<file path="src/rtl/muldiv_pkg.sv">
// Shared encodings for the EX-stage multiply/divide unit: op codes, FSM states, default width.
package muldiv_pkg;

  localparam int DEF_WIDTH = 32;

  localparam logic [1:0] OP_MULT  = 2'b00;
  localparam logic [1:0] OP_MULTU = 2'b01;
  localparam logic [1:0] OP_DIV   = 2'b10;
  localparam logic [1:0] OP_DIVU  = 2'b11;

  typedef enum logic [1:0] {
    ST_IDLE = 2'd0,
    ST_RUN  = 2'd1,
    ST_FIN  = 2'd2
  } state_t;

endpackage

</file>
<file path="src/rtl/muldiv_signfix.sv">
// Combinational sign handling: operand magnitude on the way in, result negation/sign restore on the way out.
// Zero latency; no flow control of its own.
module muldiv_signfix
  import muldiv_pkg::*;
#(
  parameter int WIDTH = DEF_WIDTH
) (
  input  logic [1:0]       op,
  input  logic [WIDTH-1:0] src_a,
  input  logic [WIDTH-1:0] src_b,
  output logic [WIDTH-1:0] a_abs,
  output logic [WIDTH-1:0] b_abs,
  output logic             a_neg,
  output logic             b_neg,
  input  logic [1:0]       res_op,
  input  logic             res_a_neg,
  input  logic             res_b_neg,
  input  logic [WIDTH-1:0] raw_hi,
  input  logic [WIDTH-1:0] raw_lo,
  output logic [WIDTH-1:0] fix_hi,
  output logic [WIDTH-1:0] fix_lo
);

  logic             in_signed;
  logic [2*WIDTH-1:0] prod;
  logic [2*WIDTH-1:0] prod_neg;

  assign in_signed = (op == OP_MULT) || (op == OP_DIV);
  assign a_neg     = in_signed & src_a[WIDTH-1];
  assign b_neg     = in_signed & src_b[WIDTH-1];
  // 0x80000000 negates to itself, which is exactly its unsigned magnitude.
  assign a_abs     = a_neg ? -src_a : src_a;
  assign b_abs     = b_neg ? -src_b : src_b;

  assign prod     = {raw_hi, raw_lo};
  assign prod_neg = -prod;

  always_comb begin
    fix_hi = raw_hi;
    fix_lo = raw_lo;
    case (res_op)
      OP_MULT: begin
        if (res_a_neg ^ res_b_neg) begin
          fix_hi = prod_neg[2*WIDTH-1:WIDTH];
          fix_lo = prod_neg[WIDTH-1:0];
        end
      end
      OP_DIV: begin
        // raw_lo holds the quotient, raw_hi the remainder (remainder follows the dividend).
        if (res_a_neg ^ res_b_neg) fix_lo = -raw_lo;
        if (res_a_neg) fix_hi = -raw_hi;
      end
      default: begin
        fix_hi = raw_hi;
        fix_lo = raw_lo;
      end
    endcase
  end

endmodule

</file>
<file path="src/rtl/ex_muldiv.sv">
// Iterative MULT/MULTU/DIV/DIVU into HI/LO, one bit per cycle; done WIDTH+1 cycles after start.
// busy tells the hazard unit to stall; abort cancels an in-flight op without touching HI/LO.
module ex_muldiv
  import muldiv_pkg::*;
#(
  parameter int WIDTH = DEF_WIDTH,
  parameter int CNT_W = 6
) (
  input  logic             clk,
  input  logic             reset,
  input  logic             start,
  input  logic [1:0]       op,
  input  logic [WIDTH-1:0] src_a,
  input  logic [WIDTH-1:0] src_b,
  input  logic             abort,
  input  logic             hi_we,
  input  logic             lo_we,
  input  logic [WIDTH-1:0] wdata,
  output logic             busy,
  output logic             done,
  output logic             div_by_zero,
  output logic [WIDTH-1:0] hi,
  output logic [WIDTH-1:0] lo
);

  state_t           state;
  logic [1:0]       op_q;
  logic             a_neg_q;
  logic             b_neg_q;
  logic             b_zero_q;
  logic [WIDTH-1:0] b_q;
  logic [WIDTH-1:0] acc_hi;
  logic [WIDTH-1:0] acc_lo;
  logic [CNT_W-1:0] cnt;
  logic             busy_q;
  logic             done_q;
  logic             dbz_q;

  logic [WIDTH-1:0] a_abs;
  logic [WIDTH-1:0] b_abs;
  logic             a_neg;
  logic             b_neg;
  logic [WIDTH-1:0] fix_hi;
  logic [WIDTH-1:0] fix_lo;

  logic             is_div;
  logic [WIDTH:0]   mul_sum;
  logic [WIDTH:0]   div_shift;
  logic [WIDTH:0]   div_diff;
  logic [WIDTH-1:0] nxt_hi;
  logic [WIDTH-1:0] nxt_lo;

  muldiv_signfix #(.WIDTH(WIDTH)) u_signfix (
    .op        (op),
    .src_a     (src_a),
    .src_b     (src_b),
    .a_abs     (a_abs),
    .b_abs     (b_abs),
    .a_neg     (a_neg),
    .b_neg     (b_neg),
    .res_op    (op_q),
    .res_a_neg (a_neg_q),
    .res_b_neg (b_neg_q),
    .raw_hi    (acc_hi),
    .raw_lo    (acc_lo),
    .fix_hi    (fix_hi),
    .fix_lo    (fix_lo)
  );

  assign is_div = op_q[1];

  // Both ops share {acc_hi, acc_lo}: acc_lo starts as |a| and is shifted out
  // as multiplier bits or shifted in as quotient bits.
  always_comb begin
    mul_sum   = {1'b0, acc_hi} + (acc_lo[0] ? {1'b0, b_q} : '0);
    div_shift = {acc_hi, acc_lo[WIDTH-1]};
    div_diff  = div_shift - {1'b0, b_q};
    if (is_div) begin
      if (!div_diff[WIDTH]) begin
        nxt_hi = div_diff[WIDTH-1:0];
        nxt_lo = {acc_lo[WIDTH-2:0], 1'b1};
      end else begin
        nxt_hi = div_shift[WIDTH-1:0];
        nxt_lo = {acc_lo[WIDTH-2:0], 1'b0};
      end
    end else begin
      nxt_hi = mul_sum[WIDTH:1];
      nxt_lo = {mul_sum[0], acc_lo[WIDTH-1:1]};
    end
  end

  always_ff @(posedge clk or posedge reset) begin
    if (reset) begin
      state    <= ST_IDLE;
      op_q     <= '0;
      a_neg_q  <= 1'b0;
      b_neg_q  <= 1'b0;
      b_zero_q <= 1'b0;
      b_q      <= '0;
      acc_hi   <= '0;
      acc_lo   <= '0;
      cnt      <= '0;
      busy_q   <= 1'b0;
      done_q   <= 1'b0;
      dbz_q    <= 1'b0;
      hi       <= '0;
      lo       <= '0;
    end else begin
      done_q <= 1'b0;
      dbz_q  <= 1'b0;
      case (state)
        ST_IDLE: begin
          if (hi_we) hi <= wdata;
          if (lo_we) lo <= wdata;
          if (start && !abort) begin
            op_q     <= op;
            a_neg_q  <= a_neg;
            b_neg_q  <= b_neg;
            b_zero_q <= (src_b == '0);
            b_q      <= b_abs;
            acc_hi   <= '0;
            acc_lo   <= a_abs;
            cnt      <= CNT_W'(WIDTH);
            busy_q   <= 1'b1;
            state    <= ST_RUN;
          end
        end
        ST_RUN: begin
          if (abort) begin
            busy_q <= 1'b0;
            cnt    <= '0;
            state  <= ST_IDLE;
          end else begin
            acc_hi <= nxt_hi;
            acc_lo <= nxt_lo;
            cnt    <= cnt - CNT_W'(1);
            if (cnt == CNT_W'(1)) begin
              busy_q <= 1'b0;
              done_q <= 1'b1;
              dbz_q  <= is_div & b_zero_q;
              state  <= ST_FIN;
            end
          end
        end
        ST_FIN: begin
          // A zero divisor leaves the architectural HI/LO untouched.
          if (!abort && !(is_div && b_zero_q)) begin
            hi <= fix_hi;
            lo <= fix_lo;
          end
          state <= ST_IDLE;
        end
        default: begin
          busy_q <= 1'b0;
          state  <= ST_IDLE;
        end
      endcase
    end
  end

  assign busy        = busy_q;
  // An abort landing in FIN cancels the write, so it must also retract the pulse.
  assign done        = done_q & ~abort;
  assign div_by_zero = dbz_q & ~abort;

endmodule
</file>
<file path="config.mk">
export PLATFORM = sky130hd
export DESIGN_NAME = ex_muldiv
export DESIGN_NICKNAME = d
export VERILOG_FILES = /design/src/rtl/muldiv_pkg.sv /design/src/rtl/muldiv_signfix.sv /design/src/rtl/ex_muldiv.sv
export SDC_FILE = /design/constraint.sdc
export NUM_CORES = 1
export LEC_CHECK = 0
export BUFFER_PORTS_ARGS = -buffer_cell sky130_fd_sc_hd__buf_2
export CAP_MARGIN = 10
export CORE_MARGIN = 3
export CORE_UTILIZATION = 35
export DETAILED_ROUTE_END_ITERATION = 10
export GPL_TIMING_DRIVEN = 0
export PLACE_DENSITY_LB_ADDON = 0.1
export SYNTH_ARGS = -nofsm -noshare
export SYNTH_HDL_FRONTEND = slang
export SYNTH_SLANG_ARGS = --single-unit
</file>
<file path="constraint.sdc">
create_clock -name clk -period 7.21 [get_ports clk]
set_input_delay 1.442 -clock clk [delete_from_list [all_inputs] [get_ports clk]]
set_output_delay 1.442 -clock clk [all_outputs]
set_load 0.02 [all_outputs]
</file>
# Word-level counts from Yosys, hierarchy flattened
# Cells that the tools add are included.
classes:
  addsub: 8
  multipliers: 0
  div_mod_pow: 0
  n_lt_le_gt_ge: 0
  n_eq_ne: 11
  shifts: 0
  mux: 42
  bitwise_logic: 8
  n_reduce_logical: 19
op_table:
  columns: ["op", "n"]
  rows:
  - ["32-bit 2-to-1 mux", 18]
  - ["32-bit case mux with 2 select lines", 6]
  - ["32-bit negation", 4]
  - ["64-bit negation", 1]
  - ["32-bit by 32-bit adder with 33-bit output", 1]
  - ["33-bit by 32-bit subtractor with 33-bit output", 1]
  - ["32-bit zero test", 1]
  - ["6-bit 2-to-1 mux", 2]
  - ["6-bit case mux with 2 select lines", 1]
  - ["3-bit AND reduction", 4]
  - ["1-bit 2-to-1 mux", 10]
  - ["2-bit != test (second input constant)", 5]
  - ["2-bit equality test (second input constant)", 3]
  - ["6-bit by 1-bit equality test with 1-bit output (second input constant)", 1]
  - ["2-bit zero test", 3]
  - ["2-bit 2-to-1 mux", 3]
  - ["2-bit AND reduction", 3]
  - ["6-bit by 1-bit subtractor with 6-bit output (second input constant)", 1]
  - ["1-bit bitwise AND", 5]
  - ["2-bit case mux with 2 select lines", 1]
  - ["2-bit nonzero test", 2]
  - ["1-bit logical AND", 3]
  - ["3-bit != test (second input constant)", 1]
  - ["1-bit case mux with 3 select lines", 1]
  - ["other kinds (5)", 7]
word_totals:
  ff_bits: 176
  latch_bits: 0
  ramBits: 0
  rom_bits: 0
  inputBits: 104
  wordCells: 102
  memories: 0

# Logic depth before layout (Yosys ltp)
# Gate-level depths: netlist of run 1.
logic_depth:
  depth_word: 6
  depth_mapped: 15
  mapped_depth_nobuf: 14

# Modules after synthesis
# Synthesis of run 1 repeated with hierarchy kept, for this count alone.
hier_totals:
  hier_cells: 1915
  area_unflattened_um2: 14854.2
modules_own_cells:
  columns: ["module", "n_inst", "cells_each", "area_each_um2", "seq_area_each_um2"]
  rows:
  - ["ex_muldiv", 1, 1463, 11949.0, 4404.2]
  - ["muldiv_signfix", 1, 452, 2905.3, 0.0]

# Worst setup path after synthesis of run 1
# Ideal clock, no wire load.
synth_path:
  path_kind: "input to register"
  start: "input src_b[0]"
  end: "register b_q[30]"
  setup_ps: 129
  t_arrival_ps: 3515
  required_ps: 7081
  setup_slack_ps: 3566
  stages: 10
  cell_sequence: "inv_1 -> ha_1 -> nand3b_1 -> nor4_1 -> and3b_1 -> nand2_1 -> or4_1 -> o31ai_1 -> xor2_1 -> o21ai_1"
synth_between:
  elab_chain_cells: 2
synth_lines:
  columns: ["element", "line", "source"]
  rows:
  - ["from (decl)", "ex_muldiv.sv:14", "input logic [WIDTH-1:0] src_b,"]
  - ["32-bit negation", "muldiv_signfix.sv:33", "assign b_abs = b_neg ? -src_b : src_b;"]
  - ["32-bit 2-to-1 mux", "muldiv_signfix.sv:33", null]
  - ["to (signal assigned)", "ex_muldiv.sv:120", "b_q <= b_abs;"]
  - ["to (decl)", "ex_muldiv.sv:31", "logic [WIDTH-1:0] b_q;"]
# Every way passes these cells.
# A chain may end at the register's enable or synchronous reset.

# Final worst setup path of run 1
layout_path:
  start: "register acc_lo[31]"
  end: "register acc_hi[1]"
layout_between:
  elab_chain_cells: 5
layout_lines:
  columns: ["element", "line", "source"]
  rows:
  - ["from (decl)", "ex_muldiv.sv:33", "logic [WIDTH-1:0] acc_lo;"]
  - ["from (signal assigned)", "ex_muldiv.sv:122", "acc_lo <= a_abs;"]
  - ["from (signal assigned)", "ex_muldiv.sv:135", "acc_lo <= nxt_lo;"]
  - ["33-bit by 32-bit subtractor with 33-bit output", "ex_muldiv.sv:77", "div_diff = div_shift - {1'b0, b_q};"]
  - ["32-bit 2-to-1 mux", "ex_muldiv.sv:79", "if (!div_diff[WIDTH]) begin"]
  - ["32-bit 2-to-1 mux", "ex_muldiv.sv:78", "if (is_div) begin"]
  - ["32-bit 2-to-1 mux", "ex_muldiv.sv:129", "if (abort) begin"]
  - ["32-bit case mux with 2 select lines", "ex_muldiv.sv:111", "case (state)"]
  - ["to (signal assigned)", "ex_muldiv.sv:134", "acc_hi <= nxt_hi;"]
  - ["to (decl)", "ex_muldiv.sv:32", "logic [WIDTH-1:0] acc_hi;"]
# Every way passes these cells. The select of a mux whose other input is x is not followed.

==> metrics, run 1 <==
total wire length around 55 mm; Switching Share roughly half; CP cell instances inv_1 > ha_1 > fa_1 > nand2b_1 > a21oi_1 > nor3b_1 > o31ai_2 > o21ai_1 > a31oi_4 > xor2_2 > buf_4 > buf_2 > nand2_1 > o211ai_1 > o221ai_1; Power per Cell Area around 410 nW/um^2; layout cells sized above 1 about an eighth; worst-margin pin slew 0.910 ns; I/O Buffers 170; Max-Cap Viols 0; worst min-delay path class flop to flop; cells after synthesis 1868; Initial Utilization a little over a third; post_cts resized 0; antenna violations before repair 0; Distinct cells, synth 86; Final period util a little under two thirds; CTS Buffer Depth 2; critical path type flop to flop; slowest CP cell dfrtp_1; GRT Overall Usage between 20% and 30%; total CTS buffers 17; Vias about 14000; Final Wtd Congestion 0.917; die area about 44000 sq um; Sequential Power Share between 20% and 30%; fmax around 220 MHz; Worst Path Required 7.52 ns; DR vias/cell about 5.5; die width around 210 um; NetSw approximately 0.0036 W; first-pass GRT wire length roughly 84 mm; min cycle time layout 4.57 ns; Area after DPL approximately 16000 sq um; Mapped Avg Cell Area about 7.8 sq um; CTS Hold Bufs 0; count of final hold-check violations 0; final setup vio count 0; share of synthesized registers carrying an async set or reset between 90% and 100%; Iter 0 DRT Violations between 900 and 1000; worst slew margin relative to its limit between 30% and 40%; CTS Sinks between 150 and 200; IO Count between 150 and 200; synthesized area around 15000 sq um; CTS tree done; Final TNS setup 0 ns; area grow syn2layout 14.8%; Final Max Slew Viols 0; vias in the first global route 14000; Main synth FF type dfrtp_1; number of enable flip-flop cells after synthesis 0; iteration count of the initial detailed-routing pass 5; Skew-Pair Late Insertion Delay 0.46 ns; Leak Pwr 7.44 nW; worst clock skew roughly 0.013 ns; synthesis warning total 0; core area between 40000 and 50000 sq um; CP max FO 10; Worst setup SP type flop; sequential share of the synthesized area 30.4%; Post-CTS Setup Inserts 0; DRC Markers 0; H-tree level count 4; CP Capture Type flop; most common cell after layout, fill and taps aside nand2_1; P_int approximately 0.0033 W; Critical Path Max Stage Delay approximately 0.51 ns; largest net degree at the start of global routing about 120; fin area between 15000 and 20000 sq um; outcome finished clean; Final #Nets between 2000 and 2500; RSZ-0062 raised after global routing no; Peak VDD IR 173 uV; most frequent cells in the layout nand2_1, buf_2, dfrtp_1, a21oi_1, o21ai_0; Syn Nets slightly above 2000; Die Y ~210 um; clk root buf clkbuf_16; wire per inst roughly 21 um; crit path DAT around 4.9 ns; clock share of power between 10% and 20%; combinational power share between 60% and 70%; GRT overflow 0; R2R setup slack about 2.6 ns; dpl hpwl between 40 and 50 mm; row cnt 73; Seq cells post-synth 176; Worst-path clk slew around 0.08 ns; Inserted Diodes 0; post-route ant nets 0
[cells in the mapped netlist, types with 14 or more instances]
cell | n | area share (%)
nor4_1 | 14 | 0.60
and2_1 | 21 | 0.91
a31oi_1 | 19 | 0.82
inv_1 | 72 | 1.9
nand3_1 | 14 | 0.48
nand2_1 | 264 | 6.8
xor2_1 | 76 | 4.6
o21ai_0 | 166 | 5.7
nor2_1 | 157 | 4.1
ha_1 | 70 | 6.0
mux2i_1 | 48 | 3.3
a21o_1 | 28 | 1.4
nor2b_1 | 14 | 0.60
a21oi_1 | 168 | 5.8
nor3_1 | 44 | 1.5
xnor2_1 | 94 | 5.7
clkbuf_1 | 84 | 2.2
o31ai_1 | 28 | 1.4
o21ai_1 | 81 | 2.8
dfrtp_1 | 176 | 30
or4_1 | 14 | 0.72
nand2b_1 | 20 | 0.86
[power by group through the flow]
stage	combinational (W)	clock, W	sequential, W
after global placement	0.00409	0	0.00176
final	0.00416	0.000989	0.00175
after CTS	0.00412	0.00101	0.00174
after detailed placement	0.00411	0	0.00177
after global routing	0.00458	0.00105	0.00179
after floorplan	0.00286	0	0.00168
[sequential cells by signal, indices dropped and copies added, names as in the netlist]
| register | count |
|---|---|
| busy | 1 |
| acc_lo | 32 |
| done_q | 1 |
| a_neg_q | 1 |
| state | 2 |
| b_neg_q | 1 |
| acc_hi | 32 |
| b_q | 32 |
| op_q | 2 |
| b_zero_q | 1 |
| lo | 32 |
| cnt | 6 |
| hi | 32 |
| dbz_q | 1 |
[worst max-delay path, delay by kind of cell (launching register included)]
| family | cells | cell delay, ns |
|---|---|---|
| and+or+nand+nor | 3 | 0.43 |
| xor gates and xnor gates | 1 | 0.51 |
| AOI/OAI and AO/OA | 6 | 1.55 |
| adders and majority gates | 2 | 0.62 |
| buffers and inverters | 3 | 0.77 |
| DFF | 1 | 0.51 |
[cells by family after synthesis]
family,Yosys count,synth area share [%]
AO/OA/AOI/OAI,590,24.0
XOR/XNOR,171,10.4
adder cells (fa/ha/maj),72,6.32
buffers and inverters,179,5.24
flip-flops,176,30.4
multiplexers,55,3.86
AND/OR/NAND/NOR,625,19.8
[routing by layer]
metal  vias up  GRT usage [%]  share of wire (%)
met5         -              0                  0
met4         0           7.02                2.5
met3        51           3.65                4.9
met2       397           41.2                 47
met1      6864           32.7                 45
li1       6961              -                  -
[worst paths after layout]
path                            start         to  depth (start not counted)
min in group asynchronous       reset     hi[10]                          2
max in group asynchronous       reset   b_zero_q                          3
max                        acc_lo[31]  acc_hi[1]                         15
max reg2reg                acc_lo[31]  acc_hi[1]                         15
min                            b_q[5]     b_q[5]                          2
min reg2reg                    b_q[5]     b_q[5]                          2
[cell type report]
cell class / count / area (sq um)
multi-input cells: 1513 / 9340
clock buffers: 17 / 425
clock inverters: 15 / 184
well taps: 525 / 657
inverters: 72 / 278
flip-flops and latches: 176 / 4400
fillers: 4271 / 23700
repair buffers: 171 / 878
plain buffers: 107 / 489
[per-stage QoR]
step                power (W)  util, %  setup WS [ns]  hold WS, ns  std cells
floorplan             0.00454        -          0.994        0.444       1868
global placement      0.00585     39.7          -1.64        0.459       2563
detailed placement    0.00587     39.7           2.66        0.466       2564
CTS                   0.00688     41.3           2.64        0.485       2596
global route          0.00742     41.3           2.42        0.505       2596
finish                0.00690     41.3           2.64        0.480       2596
Note: power is estimated with default switching activity, not from simulation.
==> inputs of run 2 (changes only) <==
==> constraint.sdc (replaced) <==
create_clock -name clk -period 4.4 [get_ports clk]
set_input_delay 0.88 -clock clk [delete_from_list [all_inputs] [get_ports clk]]
set_output_delay 0.88 -clock clk [all_outputs]
set_load 0.02 [all_outputs]
==> run 2 against run 1 <==
Against the previous run: non-clock buffer count grew 6; final cell count grew 0.23%; utilization grew 0.15 points; critical endpoint is now acc_hi[26].
==> metrics, run 2 (same netlist as run 1, synthesis figures left out) <==
clock share of power roughly 14%; total wire length 53.9 mm; Power per Cell Area just under 700 nW/um^2; Endpoint, Worst Hold b_q[18]; CTS tree done; Final period util a little over 90%; CP max FO 10; die area approximately 44000 sq um; R2R depth 14; RSZ-0062 raised after global routing no; IO Count between 150 and 200; Skew-Pair Late Insertion Delay 0.46 ns; NetSw around 0.0058 W; first-pass GRT wire length 82.7 mm; worst-margin pin slew approximately 0.87 ns; DRC Markers 0; worst clock skew about 0.016 ns; Post-Layout Cell Count around 2600; wire per inst 20.7 um; layout cells sized above 1 12.6%; H-tree level count 4; Hold Crit Start b_q[18]; worst slew margin relative to its limit approximately two fifths; Iter 0 DRT Violations approximately 960; Final #Nets around 2200; CP Capture Type flop; Switching Share a little over 50%; worst min-delay path class flop to flop; combinational power share between 60% and 70%; Worst-path clk slew approximately 0.08 ns; Max-Cap Viols 0; most common cell after layout, fill and taps aside nand2_1; vias in the first global route approximately 14000; Inserted Diodes 0; hold_ws around 0.48 ns; CTS Hold Bufs 0; count of final hold-check violations 0; Die Y roughly 210 um; Final Max Slew Viols 0; Worst Path Required around 4.7 ns; min cycle time layout 4.06 ns; Initial Utilization a little over a third; post-route ant nets 0; CTS Buffer Depth 2; largest net degree at the start of global routing 39; area grow syn2layout 15.2%; GRT Overall Usage 24.1%; Worst setup SP type flop; clk root buf clkbuf_16; row cnt 73; most frequent cells in the layout nand2_1, buf_2, dfrtp_1, a21oi_1, o21ai_0; Core Util, Final between 40% and 50%; Sequential Power Share 25.5%; R2R setup slack 0.34 ns; critical path type flop to flop; Vias around 14000; iteration count of the initial detailed-routing pass 5; Final Wtd Congestion approximately 0.95; P_int about 0.0055 W; R2R Path Start acc_lo[31]; die width approximately 210 um; Area after DPL roughly 16000 sq um; fmax 246 MHz; antenna violations before repair 0; final setup vio count 0; dpl hpwl roughly 44 mm; Leak Pwr between 7 and 8 nW; Pwr Total 0.0113 W; fin area around 17000 sq um; CTS Sinks ~180; reg-to-reg endpoint acc_hi[26]; core area just over 40000 sq um; total CTS buffers 17; DR vias/cell 5.48; I/O Buffers 170; GRT overflow 0; crit path DAT 4.38 ns; Inst Count DP 2567; hold path cells 2; outcome finished clean; Peak VDD IR roughly 270 uV
[run 2: worst max-delay path by stage]
stage / from / endpoint / slack (ns) / cells past startpoint
2_1_floorplan: acc_lo[0] / acc_hi[25] / 1.13 / 14
3_3_place_gp: reset / b_q[29] / -0.14 / 2
3_5_place_dp: acc_lo[31] / acc_hi[1] / -0.07 / 15
4_1_cts: acc_lo[31] / acc_hi[1] / 0.04 / 15
5_1_grt: acc_lo[0] / acc_hi[25] / 0.08 / 14
6_report: acc_lo[31] / acc_hi[26] / 0.34 / 14
[run 2: worst max-delay path: stages (launching register included)]
cell	delay, ns
dfrtp_1	0.51
inv_1	0.12
ha_1	0.23
fa_1	0.39
nand2b_1	0.21
a21oi_1	0.28
nor3b_1	0.12
o31ai_2	0.18
buf_4	0.17
o21ai_1	0.14
a31oi_4	0.35
xor2_4	0.33
buf_2	0.41
mux2i_1	0.32
o221ai_1	0.14
[run 2: power by group through the flow]
stage | Clock [W] | Combinational, W | Sequential [W]
global placement | 0 | 0.00667 | 0.00287
global route | 0.00164 | 0.00750 | 0.00294
detailed placement | 0 | 0.00672 | 0.00289
floorplan | 0 | 0.00469 | 0.00276
CTS | 0.00158 | 0.00676 | 0.00285
finish | 0.00156 | 0.00683 | 0.00287
[run 2: what timing repair did]
action                                  CTS  global route
resized for setup                         2             3
endpoints found under the hold margin     0             0
buffers inserted                          0             3
pin swaps                                 0             1
endpoints found under the setup margin   10             7
[run 2: cell type report]
type | count | area, sq um
sequential | 176 | 4410
clock inverter | 14 | 144
multi-input combinational | 1513 | 9360
tap | 525 | 657
buffer | 107 | 490
fill | 4260 | 23700
inverter | 72 | 278
clock buffer | 18 | 429
timing repair buffer | 177 | 953
[run 2: layer usage]
layer  vias to the layer above  GRT usage [%]  routed length, um
li1                       6989              -                  -
met1                      6849           33.0              24800
met2                       354           40.3              25500
met3                        57           3.23               2420
met4                         0           6.47               1150
met5                         -              0                  0
[run 2: stage by stage]
| stage | setup TNS [ns] | worst slack, ns |
|---|---|---|
| 3_3_place_gp | -19.74 | -0.142 |
| 3_5_place_dp | -0.126 | -0.0702 |
| 6_report | 0 | 0.337 |
| 4_1_cts | 0 | 0.0374 |
| 2_1_floorplan | 0 | 1.13 |
| 5_1_grt | 0 | 0.0832 |
==> inputs of run 3 (changes only) <==
--- a/config.mk
+++ b/config.mk
@@ -8,7 +8,7 @@
 export BUFFER_PORTS_ARGS = -buffer_cell sky130_fd_sc_hd__buf_2
 export CAP_MARGIN = 10
 export CORE_MARGIN = 3
-export CORE_UTILIZATION = 35
+export CORE_UTILIZATION = 56
 export DETAILED_ROUTE_END_ITERATION = 10
 export GPL_TIMING_DRIVEN = 0
 export PLACE_DENSITY_LB_ADDON = 0.1
==> run 3 against run 2 <==
Against the previous run: first-iteration DRC count up 71%; fmax down 4.6%; count of clock-buffer cells in the layout decreased by 1; routed wire length down 8.9%; sequential power hardly changed; utilization grew 24 points; die area decreased by 37%.
==> metrics, run 3 (same netlist as run 1, synthesis figures left out) <==
largest net degree at the start of global routing 41; Power per Cell Area approximately 680 nW/um^2; total CTS buffers 17; GRT Overall Usage around a third; Core Util, Final 65.1%; post-route ant nets 0; Register Area 4400 sq um; die area between 20000 and 30000 sq um; Critical Path Max Stage Delay roughly 0.52 ns; wire per inst 20.4 um; Peak VDD IR 359 uV; Worst Path Required roughly 4.7 ns; DRC Markers 0; vias in the first global route between 10000 and 15000; Final #Nets 2237; clk root buf clkbuf_16; Max-Cap Viols 0; min cycle time layout between 4 and 5 ns; fmax ~230 MHz; CP cell instances inv_1 > ha_1 > fa_1 > nand2b_1 > a21oi_1 > nor3b_1 > o31ai_4 > o21ai_1 > a31oi_4 > xor2_4 > buf_2 > mux2i_1 > o221ai_1; antenna violations before repair 0; Final period util a little over nine tenths; CTS tree done; Crit path max-delay family compound AO/OA/AOI/OAI gates; IO Count ~170; Post-CTS Setup Inserts 0; Buf/Inv on CP 2; most frequent cells in the layout nand2_1, buf_2, dfrtp_1, a21oi_1, o21ai_0; DR vias/cell approximately 6.1; die width 167 um; Inst Count DP ~2400; worst-margin pin slew approximately 0.9 ns; crit path DAT approximately 4.5 ns; slowest CP cell dfrtp_1; Post-Layout Cell Count 2404; Layout fillers ~2300; dpl hpwl 39.2 mm; I/O Buffers 170; RSZ-0062 raised after global routing no; worst slew margin relative to its limit roughly 41%; hold_ws approximately 0.48 ns; R2R setup slack about 0.14 ns; row cnt 58; area grow syn2layout 13.8%; layout cells sized above 1 12.3%; CTS Sinks about 180; Vias approximately 15000; core area approximately 25000 sq um; Initial Utilization a little under three fifths; CTS Buffer Depth 2; CP max FO 10; total wire length 49.1 mm; Leak Pwr roughly 7.5 nW; Inserted Diodes 0; Die Y roughly 170 um; worst min-delay path class flop to flop; outcome finished clean; iteration count of the initial detailed-routing pass 5; most common cell after layout, fill and taps aside nand2_1; Final Wtd Congestion about 1; Iter 0 DRT Violations between 1500 and 2000; first-pass GRT wire length around 77 mm; Skew-Pair Late Insertion Delay approximately 0.46 ns; Pwr Total 0.0112 W; CP Capture Type flop; worst clock skew 0.0177 ns; final setup vio count 0; GRT overflow 0; Final Max Slew Viols 0; Worst-path clk slew 0.09 ns; area of the multi-input gates a little over 9000 sq um; Worst setup SP type flop; critical path type flop to flop; H-tree level count 4; count of final hold-check violations 0
## run 3: path summary, 6_finish.rpt
kind	from	cells past startpoint	end
min in group asynchronous	reset	2	lo[9]
worst max-delay path	acc_lo[31]	13	acc_hi[24]
worst min-delay path	lo[9]	2	lo[9]
worst min register to register	lo[9]	2	lo[9]
max in group asynchronous	reset	4	acc_hi[31]
worst max register to register	acc_lo[31]	13	acc_hi[24]
## run 3: report_power, final
group | switching (W) | leakage, nW | internal, W
Combinational | 0.00417 | 4.97 | 0.00259
Sequential | 0.000724 | 2.21 | 0.00212
Clock | 0.000850 | 0.301 | 0.000788
## run 3: final cells by class
class / count / share of cell area, %
buffer: 107 / 2.97
inverter: 72 / 1.66
tap: 330 / 2.50
clock inverter: 15 / 1.22
sequential: 176 / 26.7
multi-input combinational: 1513 / 56.7
timing repair buffer: 174 / 5.64
clock buffer: 17 / 2.58
## run 3: worst min-delay path: cells and delay by family (launching register included)
| family | cells | cell delay (ns) |
|---|---|---|
| AO/OA/AOI/OAI | 1 | 0.05 |
| flip-flops | 1 | 0.35 |
| AND/OR/NAND/NOR | 1 | 0.05 |
## run 3: layer usage
metal	part of all wire (%)	vias to the layer above	GRT usage, %	wire [um]
li1	-	6975	-	-
met1	41	7008	45.2	20200
met2	47	660	57.8	23300
met3	7.4	100	4.77	3620
met4	4.1	0	13.2	2010
met5	0	-	0	0
## run 3: what timing repair did
item,4_1_cts,5_1_grt
endpoints found under the setup margin,7,10
pin swaps,0,0
hold buffers,0,0
gates resized for setup,1,3
## run 3: through the flow
step / TNS [ns] / setup WS, ns / instance area (sq um)
global route: 0 / 0.0674 / 16500
floorplan: 0 / 1.13 / 14500
CTS: 0 / 0.0793 / 16500
finish: 0 / 0.144 / 16500
detailed placement: -0.117 / -0.0521 / 15800
global placement: 0 / 0.0121 / 15800
